<file path="src/rtl/stage_4_flush_ctrl_pkg.sv">
// Shared definitions for the stage-4 flush controller.
//   state_t              : controller FSM state encoding (3 bits)
//   MAX_BYTES_PER_CYCLE  : largest legal byte count the stage-4 output can flag
package stage_4_flush_ctrl_pkg;

    typedef enum logic [2:0] {
        ST_WARMUP  = 3'd0,
        ST_IDLE    = 3'd1,
        ST_RUN     = 3'd2,
        ST_CAPTURE = 3'd3,
        ST_EMIT    = 3'd4,
        ST_DRAIN   = 3'd5,
        ST_DONE    = 3'd6
    } state_t;

    localparam logic [2:0] MAX_BYTES_PER_CYCLE = 3'd5;

endpackage

</file>
<file path="src/rtl/stage_4_flush_ctrl_byte_tally_sat.sv">
// Saturating per-frame byte accumulator (combinational next value).
//   count       in  current byte count
//   carry_flag  in  byte-count flag from stage 4; values above the legal
//                   maximum are treated as zero
//   count_next  out count + carry_flag, clamped at all-ones
module byte_tally_sat
    import stage_4_flush_ctrl_pkg::*;
#(
    parameter int COUNT_WIDTH = 24
) (
    input  logic [COUNT_WIDTH-1:0] count,
    input  logic [2:0]             carry_flag,
    output logic [COUNT_WIDTH-1:0] count_next
);

    logic [2:0]           add;
    logic [COUNT_WIDTH:0] sum;

    always_comb begin
        add        = (carry_flag <= MAX_BYTES_PER_CYCLE) ? carry_flag : 3'd0;
        sum        = {1'b0, count} + (COUNT_WIDTH + 1)'(add);
        count_next = sum[COUNT_WIDTH] ? {COUNT_WIDTH{1'b1}} : sum[COUNT_WIDTH-1:0];
    end

endmodule

</file>
<file path="src/rtl/stage_4_flush_ctrl.sv">
// Sequencer for the stage-4 carry/final-bits datapath control inputs.
// Holds stage 4 off after reset, marks the first symbol of a frame, runs the
// two-cycle end-of-frame flush (capture, then emit), waits for the last-output
// flag and reports done or timeout while tallying emitted bytes.
//   clk, reset          clock, asynchronous active-high reset
//   in_valid, in_end    symbol presented to stage 4 / last symbol of frame
//   in_carry_flag       stage-4 output byte count (0..5 valid)
//   in_flag_last        stage-4 last-output flag
//   out_ready           symbol accepted this cycle
//   out_flag_first      stage-4 flag_first
//   out_final_flag_2_3  stage-4 final-bits capture enable
//   out_final_flag      stage-4 final mux select
//   out_busy            frame in progress
//   out_done            frame finished normally (one-cycle pulse)
//   out_timeout         sticky: last-output flag never arrived
//   out_byte_count      bytes emitted in the current/last frame
module stage_4_flush_ctrl
    import stage_4_flush_ctrl_pkg::*;
#(
    parameter int WARMUP_CYCLES = 3,
    parameter int DRAIN_TIMEOUT = 15,
    parameter int COUNT_WIDTH   = 24
) (
    input  logic                   clk,
    input  logic                   reset,
    input  logic                   in_valid,
    input  logic                   in_end,
    input  logic [2:0]             in_carry_flag,
    input  logic                   in_flag_last,
    output logic                   out_ready,
    output logic                   out_flag_first,
    output logic                   out_final_flag_2_3,
    output logic                   out_final_flag,
    output logic                   out_busy,
    output logic                   out_done,
    output logic                   out_timeout,
    output logic [COUNT_WIDTH-1:0] out_byte_count
);

    localparam int WW = (WARMUP_CYCLES > 1) ? $clog2(WARMUP_CYCLES) : 1;
    localparam int DW = $clog2(DRAIN_TIMEOUT + 1);
    localparam logic [WW-1:0] WARM_LAST  = WW'(WARMUP_CYCLES - 1);
    localparam logic [DW-1:0] DRAIN_LOAD = DW'(DRAIN_TIMEOUT);
    localparam logic [DW-1:0] DRAIN_ONE  = DW'(1);

    state_t                 state, state_n;
    logic [WW-1:0]          warm_cnt, warm_cnt_n;
    logic [DW-1:0]          drain_cnt, drain_cnt_n;
    logic                   end_pend, end_pend_n;
    logic                   accept;
    logic                   first_d, done_d, timeout_set, clear_cnt;
    logic                   ready_d, busy_d;
    logic [COUNT_WIDTH-1:0] tally_next;

    assign accept = out_ready & in_valid;

    byte_tally_sat #(
        .COUNT_WIDTH(COUNT_WIDTH)
    ) u_tally (
        .count      (out_byte_count),
        .carry_flag (in_carry_flag),
        .count_next (tally_next)
    );

    always_comb begin
        state_n     = state;
        warm_cnt_n  = warm_cnt;
        drain_cnt_n = drain_cnt;
        end_pend_n  = end_pend;
        first_d     = 1'b0;
        done_d      = 1'b0;
        timeout_set = 1'b0;
        clear_cnt   = 1'b0;
        case (state)
            ST_WARMUP: begin
                if (warm_cnt == WARM_LAST) begin
                    state_n    = ST_IDLE;
                    warm_cnt_n = '0;
                end else begin
                    warm_cnt_n = warm_cnt + 1'b1;
                end
            end
            ST_IDLE: begin
                if (accept) begin
                    first_d    = 1'b1;
                    clear_cnt  = 1'b1;
                    state_n    = ST_RUN;
                    // A single-symbol frame still spends one cycle in RUN so
                    // the first-symbol mark and the capture enable land on
                    // consecutive cycles instead of overlapping.
                    end_pend_n = in_end;
                end
            end
            ST_RUN: begin
                if (end_pend) begin
                    state_n    = ST_CAPTURE;
                    end_pend_n = 1'b0;
                end else if (accept && in_end) begin
                    state_n = ST_CAPTURE;
                end
            end
            ST_CAPTURE: state_n = ST_EMIT;
            ST_EMIT: begin
                drain_cnt_n = DRAIN_LOAD;
                state_n     = ST_DRAIN;
            end
            ST_DRAIN: begin
                if (in_flag_last) begin
                    done_d  = 1'b1;
                    state_n = ST_DONE;
                end else if (drain_cnt <= DRAIN_ONE) begin
                    drain_cnt_n = '0;
                    timeout_set = 1'b1;
                    state_n     = ST_DONE;
                end else begin
                    drain_cnt_n = drain_cnt - 1'b1;
                end
            end
            ST_DONE: state_n = ST_IDLE;
            default: state_n = ST_WARMUP;
        endcase

        // Outputs are registered from the next state so they line up with it.
        ready_d = (state_n == ST_IDLE) || ((state_n == ST_RUN) && !end_pend_n);
        busy_d  = (state_n == ST_RUN) || (state_n == ST_CAPTURE) ||
                  (state_n == ST_EMIT) || (state_n == ST_DRAIN);
    end

    always_ff @(posedge clk or posedge reset) begin
        if (reset) begin
            state              <= ST_WARMUP;
            warm_cnt           <= '0;
            drain_cnt          <= '0;
            end_pend           <= 1'b0;
            out_ready          <= 1'b0;
            out_flag_first     <= 1'b0;
            out_final_flag_2_3 <= 1'b0;
            out_final_flag     <= 1'b0;
            out_busy           <= 1'b0;
            out_done           <= 1'b0;
            out_timeout        <= 1'b0;
            out_byte_count     <= '0;
        end else begin
            state              <= state_n;
            warm_cnt           <= warm_cnt_n;
            drain_cnt          <= drain_cnt_n;
            end_pend           <= end_pend_n;
            out_ready          <= ready_d;
            out_flag_first     <= first_d;
            out_final_flag_2_3 <= (state_n == ST_CAPTURE);
            out_final_flag     <= (state_n == ST_EMIT);
            out_busy           <= busy_d;
            out_done           <= done_d;
            out_timeout        <= out_timeout | timeout_set;
            if (state != ST_WARMUP) begin
                // The first symbol starts a new frame; any byte flag seen on
                // that cycle still belongs to the previous frame's tail.
                if (clear_cnt) out_byte_count <= '0;
                else           out_byte_count <= tally_next;
            end
        end
    end

endmodule
</file>
<file path="config.mk">
export PLATFORM = sky130hd
export DESIGN_NAME = stage_4_flush_ctrl
export DESIGN_NICKNAME = d
export VERILOG_FILES = /design/src/rtl/stage_4_flush_ctrl_pkg.sv /design/src/rtl/stage_4_flush_ctrl_byte_tally_sat.sv /design/src/rtl/stage_4_flush_ctrl.sv
export SDC_FILE = /design/constraint.sdc
export NUM_CORES = 1
export LEC_CHECK = 0
export ABC_AREA = 1
export CAP_MARGIN = 20
export CORE_MARGIN = 2
export CORE_UTILIZATION = 50
export CTS_CLUSTER_SIZE = 8
export DETAILED_ROUTE_END_ITERATION = 8
export GPL_ROUTABILITY_DRIVEN = 0
export PLACE_DENSITY = 0.83
export SLEW_MARGIN = 20
export SYNTH_ARGS = -nofsm -noshare
export SYNTH_HDL_FRONTEND = slang
export SYNTH_HIERARCHICAL = 1
export SYNTH_SLANG_ARGS = --single-unit
</file>
<file path="constraint.sdc">
create_clock -name clk -period 3.44 [get_ports clk]
set_input_delay 1.032 -clock clk [delete_from_list [all_inputs] [get_ports clk]]
set_output_delay 1.032 -clock clk [all_outputs]
set_load 0.02 [all_outputs]
</file>
==> impl_metrics.py <==
metrics = {
    "worst_setup_path": {
        "endpoint_kind": "register",
        "r2r.worst_path.cells": 10,
        "crit-reg2reg-capture": "out_byte_count[2]",
        "setup.worst_path.class": "in2reg",
        "required_ns": 3.62,
        "regToRegStartpoint": "out_byte_count[0]",
        "critical_path.startpoint_type": "input port",
        "arrival_ns": 3.20,
        "critical_path.startpoint": "in_carry_flag[1]",
        "setup.reg_to_reg.worst_slack_ns": 1.34,
        "crit_fanout": 13,
    },
    "global_route": {
        "grt_start_max_net_pins": 42,
        "grt_overflow_total": 0,
        "globalRouteTotalUtil_pct": 23.1,
        "grt_antenna_before_repair": 0,
        "grt_pass1_wl_um": 11400,
        "first_global_vias": 2677,
    },
    "cells_and_area": {
        "flow.area_growth_from_synthesis_pct": 20.0,
        "multi_input_gate_area_in_the_final_layout_sq_um": 1480,
        "final_layout_size_suffix_gt1_share_pct": 9.77,
        "layout.area.seq_sq_um": 1030,
        "instances_no_fill": 512,
        "fin_util_pct": 61.1,
        "layout.cell_area.non_filler_sq_um": 3300,
        "nFillCells": 491,
        "nets": 453,
        "num_antenna_cells": 0,
    },
    "detailed_routing": {
        "detailedRoute.firstIterationViolations": 150,
        "wl_per_cell_um": 12.5,
        "top_signal_layer_used": "met4",
        "met3_length_um": 319,
        "dr_total_vias": 2632,
        "drt-pass1-iter-count": 4,
        "ant_nets": 0,
        "viasPerCell": 5.14,
        "met2_wl_post_dr_um": 3230,
        "met1_layer_wirelength_in_the_final_routing_um": 2700,
        "drc": 0,
        "finalWirelength_um": 6400,
    },
    "synthesis": {
        "ys_top_cells_by_area": "dfrtp_1 (37%), nand2_1 (18%), inv_1 (6.6%)",
        "synth_warnings": 6,
        "syn_nets": 413,
        "synth.ff_latch_count": 41,
        "synth_cell_types": 29,
        "synth.cell_area_sq_um": 2750,
        "proportion_of_synthesized_chip_area_in_sequential_cells_pct": 37.3,
        "syn-instance-count": 399,
        "yosysTopAreaCellShare_pct": 37.3,
        "post-synth-top-area-cell": "dfrtp_1",
        "avgSynthCellArea_sq_um": 6.89,
    },
    "placed_design": {
        "detailed_place_hpwl_um": 4630,
        "placed_cells": 504,
        "placement.io_buffers": 38,
        "post_dp_cell_area_sq_um": 3180,
    },
    "timing": {
        "worst-slew-pin-transition_ns": 0.516,
        "clock.fmax_ghz": 0.332,
        "fin_worst_skew_ns": 0.00379,
        "fin_tns_setup_ns": 0,
        "post_route_clock_period_utilization_pct": 87.6,
        "worst_hold_slack_ns": 0.500,
        "final.min_clock_period_ns": 3.02,
        "timing.slew.headroom_pct": 65.6,
        "grt_setup_unrepaired": "no",
        "setup_viol": 0,
        "hold_violations_final": 0,
        "final_max_slew_viol_count": 0,
    },
    "floorplan": {
        "design.core.area_sq_um": 5410,
        "initial_utilization_pct": 50.9,
        "floorplan.io_pins": 39,
        "floorplan.die_area_sq_um": 6110,
        "fp.dieW_um": 78.2,
        "rows": 27,
        "die_height_um": 78.2,
    },
    "clock_network": {
        "cts-buffers-inserted": 5,
        "root_buffer": "clkbuf_8",
        "cts.reportedPaths.clkPinSlew_ns": 0.08,
        "clock_latency_ns": 0.30,
        "max-clock-path-buffers": 2,
        "total_setup_buffers_inserted_after_cts": 0,
        "htree_levels": 2,
        "cts_hold_repair.buffers": 0,
        "cts_resized": 0,
        "tritoncts": "built",
        "clock-sinks": 41,
    },
    "worst_hold_path": {
        "timing.hold.worst_path_depth": 1,
        "worst_hold_path_type": "reg2reg",
        "hold_path_startpoint": "out_timeout",
        "min_delay_endpoint": "out_timeout",
    },
    "pwr": {
        "vdd_ir_drop_max_uv": 431,
        "power_per_cell_area_nw_per_um2": 663,
        "power.static_leakage_uw": 0.00159,
    },
    "flow_run": {
        "maxCapViolCount": 0,
    },
    "outcome": {
        "status": "complete, no violations",
    },
}
critical path, stage by stage:
cell and delay [ns]:
clkdlybuf4s50_1 0.50, a21boi_0 0.10, ha_1 0.23, fa_1 0.42, nand2_1 0.12, nand2_1 0.07, nand2_2 0.14, nor2_4 0.05
nand2_2 0.21, o21ai_0 0.14, nand2_1 0.09, o21ai_1 0.08
cells in the final DEF (no fill, tap or decap), drive strengths merged, types with 2 or more instances in the layout:
| master | count |
|---|---|
| nand2 | 144 |
| nor2 | 55 |
| inv | 52 |
| dfrtp | 41 |
| clkdlybuf4s50 | 38 |
| o21ai | 35 |
| nand3 | 32 |
| clkbuf | 7 |
| nand3b | 6 |
| ha | 5 |
| a22oi | 4 |
| xor2 | 4 |
| nor3 | 3 |
| xnor2 | 3 |
| a21oi | 3 |
| buf | 2 |
cells in the mapped netlist:
| cell type | count |
|---|---|
| nand2_1 | 134 |
| inv_1 | 48 |
| nor2_1 | 43 |
| dfrtp_1 | 41 |
| nand3_1 | 27 |
| o21ai_1 | 23 |
| o21ai_0 | 12 |
| nand2_2 | 9 |
| nor2_2 | 7 |
| nand3b_1 | 6 |
| ha_1 | 5 |
| nand3_2 | 5 |
| nor2_4 | 5 |
| a22oi_1 | 4 |
| buf_4 | 4 |
| inv_2 | 4 |
| xor2_1 | 4 |
| nor3_1 | 3 |
| xnor2_1 | 3 |
| a21oi_2 | 2 |
| buf_2 | 2 |
| a21boi_0 | 1 |
| a21oi_1 | 1 |
| a31o_2 | 1 |
| buf_6 | 1 |
| fa_1 | 1 |
| nand2_4 | 1 |
| nand4_1 | 1 |
| or2_0 | 1 |
registers in the layout, summed over array words and instances (netlist names):
signal / flops
out_ready: 1
out_timeout: 1
out_flag_first: 1
out_final_flag: 1
out_busy: 1
out_final_flag_2_3: 1
drain_cnt: 4
out_done: 1
warm_cnt: 2
state: 3
end_pend: 1
out_byte_count: 24
power breakdown:
| part | switching (uW) | internal [uW] | total (uW) |
|---|---|---|---|
| Combinational | 602 | 388 | 991 |
| Sequential | 176 | 614 | 789 |
| Clock | 171 | 237 | 408 |
metal layers:
layer  up-vias  track usage, %
met5         -               0
met4         0            9.12
met3        17            5.40
met2        78            41.5
met1      1211            26.5
li1       1326               -
cells by family after synthesis:
group | after synthesis | share of synthesized area, %
buffers and inverters | 59 | 8.96
and+or+nand+nor | 242 | 39.6
AOI/OAI and AO/OA | 44 | 8.87
xor gates and xnor gates | 7 | 2.23
DFF | 41 | 37.3
adders and majority gates | 6 | 3.00
worst max path at each step:
stage / end / slack [ns] / cells past startpoint
2_1_floorplan: out_byte_count[9] / 0.86 / 12
3_5_place_dp: out_byte_count[2] / 0.16 / 12
5_1_grt: out_byte_count[8] / 0.27 / 12
4_1_cts: out_byte_count[2] / 0.46 / 12
3_3_place_gp: out_byte_count[2] / 0.26 / 12
6_report: out_byte_count[2] / 0.42 / 12
metrics by stage:
stage | worst slack (ns) | power, uW
final | 0.425 | 2190
after global routing | 0.268 | 2370
after CTS | 0.463 | 2210
after detailed placement | 0.157 | 1780
after global placement | 0.256 | 1760
after floorplan | 0.862 | 1460
area by class of cell:
cell class                 count  area share [%]
tap                           72            2.73
timing repair buffer          40            12.0
clock buffer                   7            2.62
inverter                      52            5.91
clock inverter                 1           0.910
sequential                    41            31.1
multi-input combinational    299            44.8
Note: power is estimated with default switching activity, not from simulation.
